### src/rtl/uart_tx_fifo_if.sv
// Handshake bundle between a byte producer, the transmit FIFO and the UART byte transmitter.
// The master side is the producer/transmitter pair; the FIFO itself uses the slave side.
interface uart_tx_fifo_if #(
    parameter int ADDR_W = 4
);
    logic              wr_en;
    logic [7:0]        wr_data;
    logic [7:0]        tx_data;
    logic              tx_send_en;
    logic              tx_done;
    logic              full;
    logic              empty;
    logic [ADDR_W:0]   level;
    logic              overflow;
    logic [7:0]        drop_cnt;
    logic              tx_timeout;

    modport master (
        output wr_en, wr_data, tx_done,
        input  tx_data, tx_send_en, full, empty, level, overflow, drop_cnt, tx_timeout
    );

    modport slave (
        input  wr_en, wr_data, tx_done,
        output tx_data, tx_send_en, full, empty, level, overflow, drop_cnt, tx_timeout
    );
endinterface

### src/rtl/uart_tx_fifo.sv
// Byte FIFO plus send sequencer: buffers bursts of incoming bytes and feeds the UART
// transmitter one byte per frame, waiting for tx_done (or an optional watchdog) between bytes.
module uart_tx_fifo #(
    parameter int DEPTH       = 16,
    parameter int ADDR_W      = 4,
    parameter int TIMEOUT_CYC = 0
) (
    input  logic          clk,
    input  logic          reset,
    uart_tx_fifo_if.slave bus
);
    localparam int CNT_W = ADDR_W + 1;
    localparam int WD_W  = (TIMEOUT_CYC > 2) ? $clog2(TIMEOUT_CYC) : 1;
    // Watchdog fires on the WAIT edge where the counter would reach TIMEOUT_CYC-1,
    // which lands the tx_timeout pulse TIMEOUT_CYC cycles after the send pulse.
    localparam logic [WD_W-1:0] WD_LAST = (TIMEOUT_CYC > 2) ? WD_W'(TIMEOUT_CYC - 2) : '0;

    typedef enum logic [1:0] {IDLE, SEND, WAIT} state_t;

    state_t             state;
    logic [7:0]         mem [DEPTH];
    logic [ADDR_W-1:0]  wr_ptr;
    logic [ADDR_W-1:0]  rd_ptr;
    logic [CNT_W-1:0]   count;
    logic [WD_W-1:0]    wd_cnt;
    logic [7:0]         tx_data_q;
    logic               send_q;
    logic               timeout_q;
    logic               overflow_q;
    logic [7:0]         drop_q;
    logic               push;
    logic               pop;

    assign bus.full       = (count == CNT_W'(DEPTH));
    assign bus.empty      = (count == '0);
    assign bus.level      = count;
    assign bus.tx_data    = tx_data_q;
    assign bus.tx_send_en = send_q;
    assign bus.tx_timeout = timeout_q;
    assign bus.overflow   = overflow_q;
    assign bus.drop_cnt   = drop_q;

    assign push = bus.wr_en && !bus.full;
    assign pop  = (state == IDLE) && !bus.empty;

    always_ff @(posedge clk) begin
        if (push) begin
            mem[wr_ptr] <= bus.wr_data;
        end
    end

    always_ff @(posedge clk) begin
        if (reset) begin
            wr_ptr     <= '0;
            rd_ptr     <= '0;
            count      <= '0;
            overflow_q <= 1'b0;
            drop_q     <= '0;
        end else begin
            overflow_q <= bus.wr_en && bus.full;
            if (bus.wr_en && bus.full && drop_q != 8'hFF) begin
                drop_q <= drop_q + 8'd1;
            end
            if (push) begin
                wr_ptr <= wr_ptr + ADDR_W'(1);
            end
            if (pop) begin
                rd_ptr <= rd_ptr + ADDR_W'(1);
            end
            case ({push, pop})
                2'b10:   count <= count + CNT_W'(1);
                2'b01:   count <= count - CNT_W'(1);
                default: count <= count;
            endcase
        end
    end

    always_ff @(posedge clk) begin
        if (reset) begin
            state     <= IDLE;
            tx_data_q <= '0;
            send_q    <= 1'b0;
            timeout_q <= 1'b0;
            wd_cnt    <= '0;
        end else begin
            send_q    <= 1'b0;
            timeout_q <= 1'b0;
            case (state)
                IDLE: begin
                    if (pop) begin
                        tx_data_q <= mem[rd_ptr];
                        send_q    <= 1'b1;
                        state     <= SEND;
                    end
                end
                SEND: begin
                    wd_cnt <= '0;
                    state  <= WAIT;
                end
                WAIT: begin
                    if (bus.tx_done) begin
                        state <= IDLE;
                    end else if (TIMEOUT_CYC != 0 && wd_cnt >= WD_LAST) begin
                        timeout_q <= 1'b1;
                        state     <= IDLE;
                    end else begin
                        wd_cnt <= wd_cnt + WD_W'(1);
                    end
                end
                default: state <= IDLE;
            endcase
        end
    end
endmodule

### src/flat_wrapper.sv
// flat-port wrapper written by rule: the top's interface ports become plain ports
module uart_tx_fifo_flat 
#(
    parameter int DEPTH       = 16,
    parameter int ADDR_W      = 4,
    parameter int TIMEOUT_CYC = 0
)
  (clk, reset, bus_wr_en, bus_wr_data, bus_tx_done, bus_tx_data, bus_tx_send_en, bus_full, bus_empty, bus_level, bus_overflow, bus_drop_cnt, bus_tx_timeout);
  uart_tx_fifo_if #(.ADDR_W(ADDR_W)) bus_i ();
  input  logic clk;
  input  logic reset;
  input wire logic [$bits(bus_i.wr_en)-1:0] bus_wr_en;
  input wire logic [$bits(bus_i.wr_data)-1:0] bus_wr_data;
  input wire logic [$bits(bus_i.tx_done)-1:0] bus_tx_done;
  output wire logic [$bits(bus_i.tx_data)-1:0] bus_tx_data;
  output wire logic [$bits(bus_i.tx_send_en)-1:0] bus_tx_send_en;
  output wire logic [$bits(bus_i.full)-1:0] bus_full;
  output wire logic [$bits(bus_i.empty)-1:0] bus_empty;
  output wire logic [$bits(bus_i.level)-1:0] bus_level;
  output wire logic [$bits(bus_i.overflow)-1:0] bus_overflow;
  output wire logic [$bits(bus_i.drop_cnt)-1:0] bus_drop_cnt;
  output wire logic [$bits(bus_i.tx_timeout)-1:0] bus_tx_timeout;
  assign bus_i.wr_en = bus_wr_en;
  assign bus_i.wr_data = bus_wr_data;
  assign bus_i.tx_done = bus_tx_done;
  assign bus_tx_data = bus_i.tx_data;
  assign bus_tx_send_en = bus_i.tx_send_en;
  assign bus_full = bus_i.full;
  assign bus_empty = bus_i.empty;
  assign bus_level = bus_i.level;
  assign bus_overflow = bus_i.overflow;
  assign bus_drop_cnt = bus_i.drop_cnt;
  assign bus_tx_timeout = bus_i.tx_timeout;
  uart_tx_fifo #(.DEPTH(DEPTH), .ADDR_W(ADDR_W), .TIMEOUT_CYC(TIMEOUT_CYC)) u_core (.clk(clk), .reset(reset), .bus(bus_i));
endmodule
### config.mk
export PLATFORM = sky130hd
export DESIGN_NAME = uart_tx_fifo_flat
export DESIGN_NICKNAME = d
export VERILOG_FILES = /design/src/rtl/uart_tx_fifo_if.sv /design/src/rtl/uart_tx_fifo.sv /design/src/flat_wrapper.sv
export SDC_FILE = /design/constraint.sdc
export NUM_CORES = 1
export LEC_CHECK = 0
export BUFFER_PORTS_ARGS = -buffer_cell sky130_fd_sc_hd__buf_2
export CORE_MARGIN = 4
export CORE_UTILIZATION = 58
export DETAILED_ROUTE_END_ITERATION = 10
export PLACE_DENSITY = 0.81
export RECOVER_POWER = 50
export SLEW_MARGIN = 25
export SYNTH_ARGS = -nofsm -noshare
export SYNTH_HDL_FRONTEND = slang
export SYNTH_SLANG_ARGS = --single-unit
### constraint.sdc
create_clock -name clk -period 3.26 [get_ports clk]
set_input_delay 0 -clock clk [delete_from_list [all_inputs] [get_ports clk]]
set_output_delay 0 -clock clk [all_outputs]
set_load 0.01 [all_outputs]
==> summary.md <==
| Metric | Value |
|---|---|
| Status | `finished with violations` |
| Failing checks | `capacitance limit, slew limit` |
| N_diodes | `0` |
| Nets | `517` |
| Final setup viols | `0` |
| Fin. max-slew vios | `35` |
| Minimum clock period | `2.98 ns` |
| Initial antenna violation count | `0` |
| # DRC | `0` |
| Yosys reg bits | `161` |
| Setup TNS | `0 ns` |
| Cell area after synthesis | `6480 µm²` |
| Pleak | `2.36 nW` |
| Root Buffer | `clkbuf_8` |
| Fin crit share | `0.913` |
| Grt met3 use | `0.0541` |
| Post-CTS Resized | `0` |
| Non-filler instance count after layout | `647` |
| Worst IR Drop VDD | `0.348 mV` |
| Clock buffer count from CTS | `17` |
| DP Cell Count | `602` |
| Pwr Density | `700 nW/µm²` |
| TritonCTS clock tree | `built` |
| 1st-iter DRT viols | `323` |
| Crit path required time | `3.67 ns` |
| Final WL | `12,800 µm` |
| Drt first pass iters | `5` |
| Min-Delay Path Class | `in -> reg` |
| Number of global-route vias before repair | `3,808` |
| RSZ-0062 raised after global routing | `false` |
| Post-synth top area cell | `edfxtp_1` |
| Fin. Hold Viols | `0` |
| Post-Syn Nets | `465` |
| DP HPWL | `8270 µm` |
| Site Rows | `38` |
| Die area | `12,900 µm²` |
| Fin area | `7420 µm²` |
| GP Congestion | `0.908` |
| Crit path max fanout | `6` |
| Top cells by area, synth | `edfxtp_1 (59%), mux2i_1 (11%), dfxtp_1 (10%)` |
| Slew @ Worst Pin | `1.56 ns` |
| Synth cell types | `40` |
| H-tree depth | `4` |
| Synth Instances | `442` |
| F_max | `0.336 GHz` |
| Layout area overhead | `14.5%` |
| ANT nets after route | `0` |
| Final hold slack | `0.459 ns` |
| First-pass GRT wire length | `20,700 µm` |
| Grt ovf | `0` |
| Vias/cell | `5.77` |
| Mean area per synthesized cell | `14.7 µm²` |
| CP endpoint kind | `flip-flop` |
| Area share of the largest cell type after synthesis | `0.593` |
| Met2 Use GR | `0.349` |
| Dpl cell area | `6790 µm²` |
| # IOs | `38` |
| Port Buf Inserts | `36` |
| Clock Latency Late Sink | `0.52 ns` |
| Critical path arrival | `3.39 ns` |
| Met1 Use GR | `0.283` |
| Largest net degree at the start of global routing | `35` |
| Core area | `10,900 µm²` |
| Post-synthesis sequential area ratio | `0.695` |
| DR WL/cell | `19.8 µm` |
| Critical path type | `reg -> reg` |
| Clock Pin Slew Worst Setup and Hold Paths | `0.06 ns` |
| Grt peak-use layer | `met2` |
| Number of max-cap violations | `1` |
| Yosys warning total | `0` |
| Slew margin rel. | `-0.0416` |
| CTS sink count | `161` |
| Die Y | `114 µm` |
| Critical Path Start Type | `flip-flop` |
| Die width | `114 µm` |
| Vias | `3,732` |
| Layout cells sized above 1 | `0.0927` |
| GRT Overall Usage | `0.212` |
| Post-Route Skew | `0.00813 ns` |
| Initial Utilization | `0.595` |
| Clk buf depth | `2` |
## logic make-up (layout without fill, tap and decap cells)
group,after synthesis,after routing,share of synthesized area
AO/OA/AOI/OAI,52,52,0.0541
XOR/XNOR,14,14,0.0189
adder cells (fa/ha/maj),11,11,0.0224
buffers and inverters,32,97,0.0224
flip-flops,161,161,0.695
multiplexers,69,69,0.107
other,1,1,0.000579
AND/OR/NAND/NOR,102,102,0.0796
## worst max-delay path, cell delays in order, from the launching register on
cell and delay [ns]:
dfxtp_1 0.37, nor4_4 0.37, clkbuf_1 0.29, a211oi_2 0.13, ha_1 0.28, ha_1 0.33, nor2b_1 0.15, o21ai_1 0.17
a21oi_1 0.09, or3b_1 0.36, mux2_1 0.31
## timing repair
item	4_1_cts	5_1_grt
hold endpoints to repair	150	0
buffers inserted	0	0
hold buffers	13	0
## cell usage in the layout (no fill, tap or decap), types with 4 or more instances in the layout
cell,count
o22ai_1,32
ha_1,10
a21oi_1,5
buf_2,4
mux2i_1,68
nor3_1,6
edfxtp_1,128
clkinvlp_4,4
dfxtp_1,32
nor2_1,48
nand3_1,4
nor2b_1,4
clkbuf_1,36
xnor2_1,6
a211oi_1,9
buf_4,4
nor4_1,8
inv_1,8
nand4_1,4
nand2_1,11
dlygate4sd3_1,13
xor2_1,8
clkbuf_16,16
## path summary, 6_finish.rpt
path / to / cells past startpoint / slack (ns) / start
max reg2reg: u_core.bus.level[4]$_SDFFE_PP0P_ / 10 / 0.28 / u_core.bus.level[0]$_SDFFE_PP0P_
min reg2reg: u_core.bus.tx_data[6]$_SDFFE_PP0P_ / 2 / 0.50 / u_core.bus.tx_data[6]$_SDFFE_PP0P_
min: u_core.bus.drop_cnt[2]$_SDFFE_PP0P_ / 4 / 0.46 / bus_wr_en
max: u_core.bus.level[4]$_SDFFE_PP0P_ / 10 / 0.28 / u_core.bus.level[0]$_SDFFE_PP0P_
## per-layer routing
metal	vias up	wire length, µm
met5	-	0
met3	13	769
met1	1837	5410
li1	1782	-
met4	0	139
met2	100	6500
## state kept, by name, indices dropped and copies added, names as in the netlist
signal,cells
u_core.mem,128
u_core.bus.drop_cnt,8
u_core.bus.tx_data,8
u_core.bus.level,5
u_core.rd_ptr,4
u_core.wr_ptr,4
u_core.state,2
u_core.bus.overflow,1
u_core.bus.tx_send_en,1
## layout make-up
type / instances / area [µm²]
fill: 745 / 3470
sequential: 161 / 4510
tap: 140 / 175
timing repair buffer: 56 / 328
clock inverter: 12 / 109
clock buffer: 20 / 435
multi-input combinational: 249 / 1830
inverter: 9 / 33.8
## synth_stat cells, drive strengths merged
master	n
clkbuf	12
a21oi	5
edfxtp	128
dfxtp	33
inv	9
nor3	8
or3b	2
mux2	1
or3	1
nand3	4
o22ai	32
ha	10
nor4	9
nor2b	4
xor2	8
a21o	1
and2	2
nand2b	2
buf	11
and3	3
a21boi	1
nand2	11
xnor2	6
conb	1
nor2	48
a31oi	1
o21ai	1
mux2i	68
fa	1
nand4	5
nand3b	3
a41oi	1
a211oi	10
## power breakdown
group | internal, mW | switching (mW) | total (mW)
Combinational | 0.374 | 0.554 | 0.927
Sequential | 2.35 | 0.117 | 2.46
Clock | 1.03 | 0.769 | 1.80
## metrics by stage
| step | total power [mW] | setup slack (ns) | util |
|---|---|---|---|
| 2_1_floorplan | 3.13 | 0.280 | - |
| 3_3_place_gp | 3.39 | 0.525 | 0.624 |
| 3_5_place_dp | 3.44 | 0.376 | 0.624 |
| 4_1_cts | 5.25 | 0.344 | 0.686 |
| 5_1_grt | 5.43 | 0.127 | 0.681 |
| 6_report | 5.20 | 0.284 | 0.681 |
Note: power is estimated with default switching activity, not from simulation.
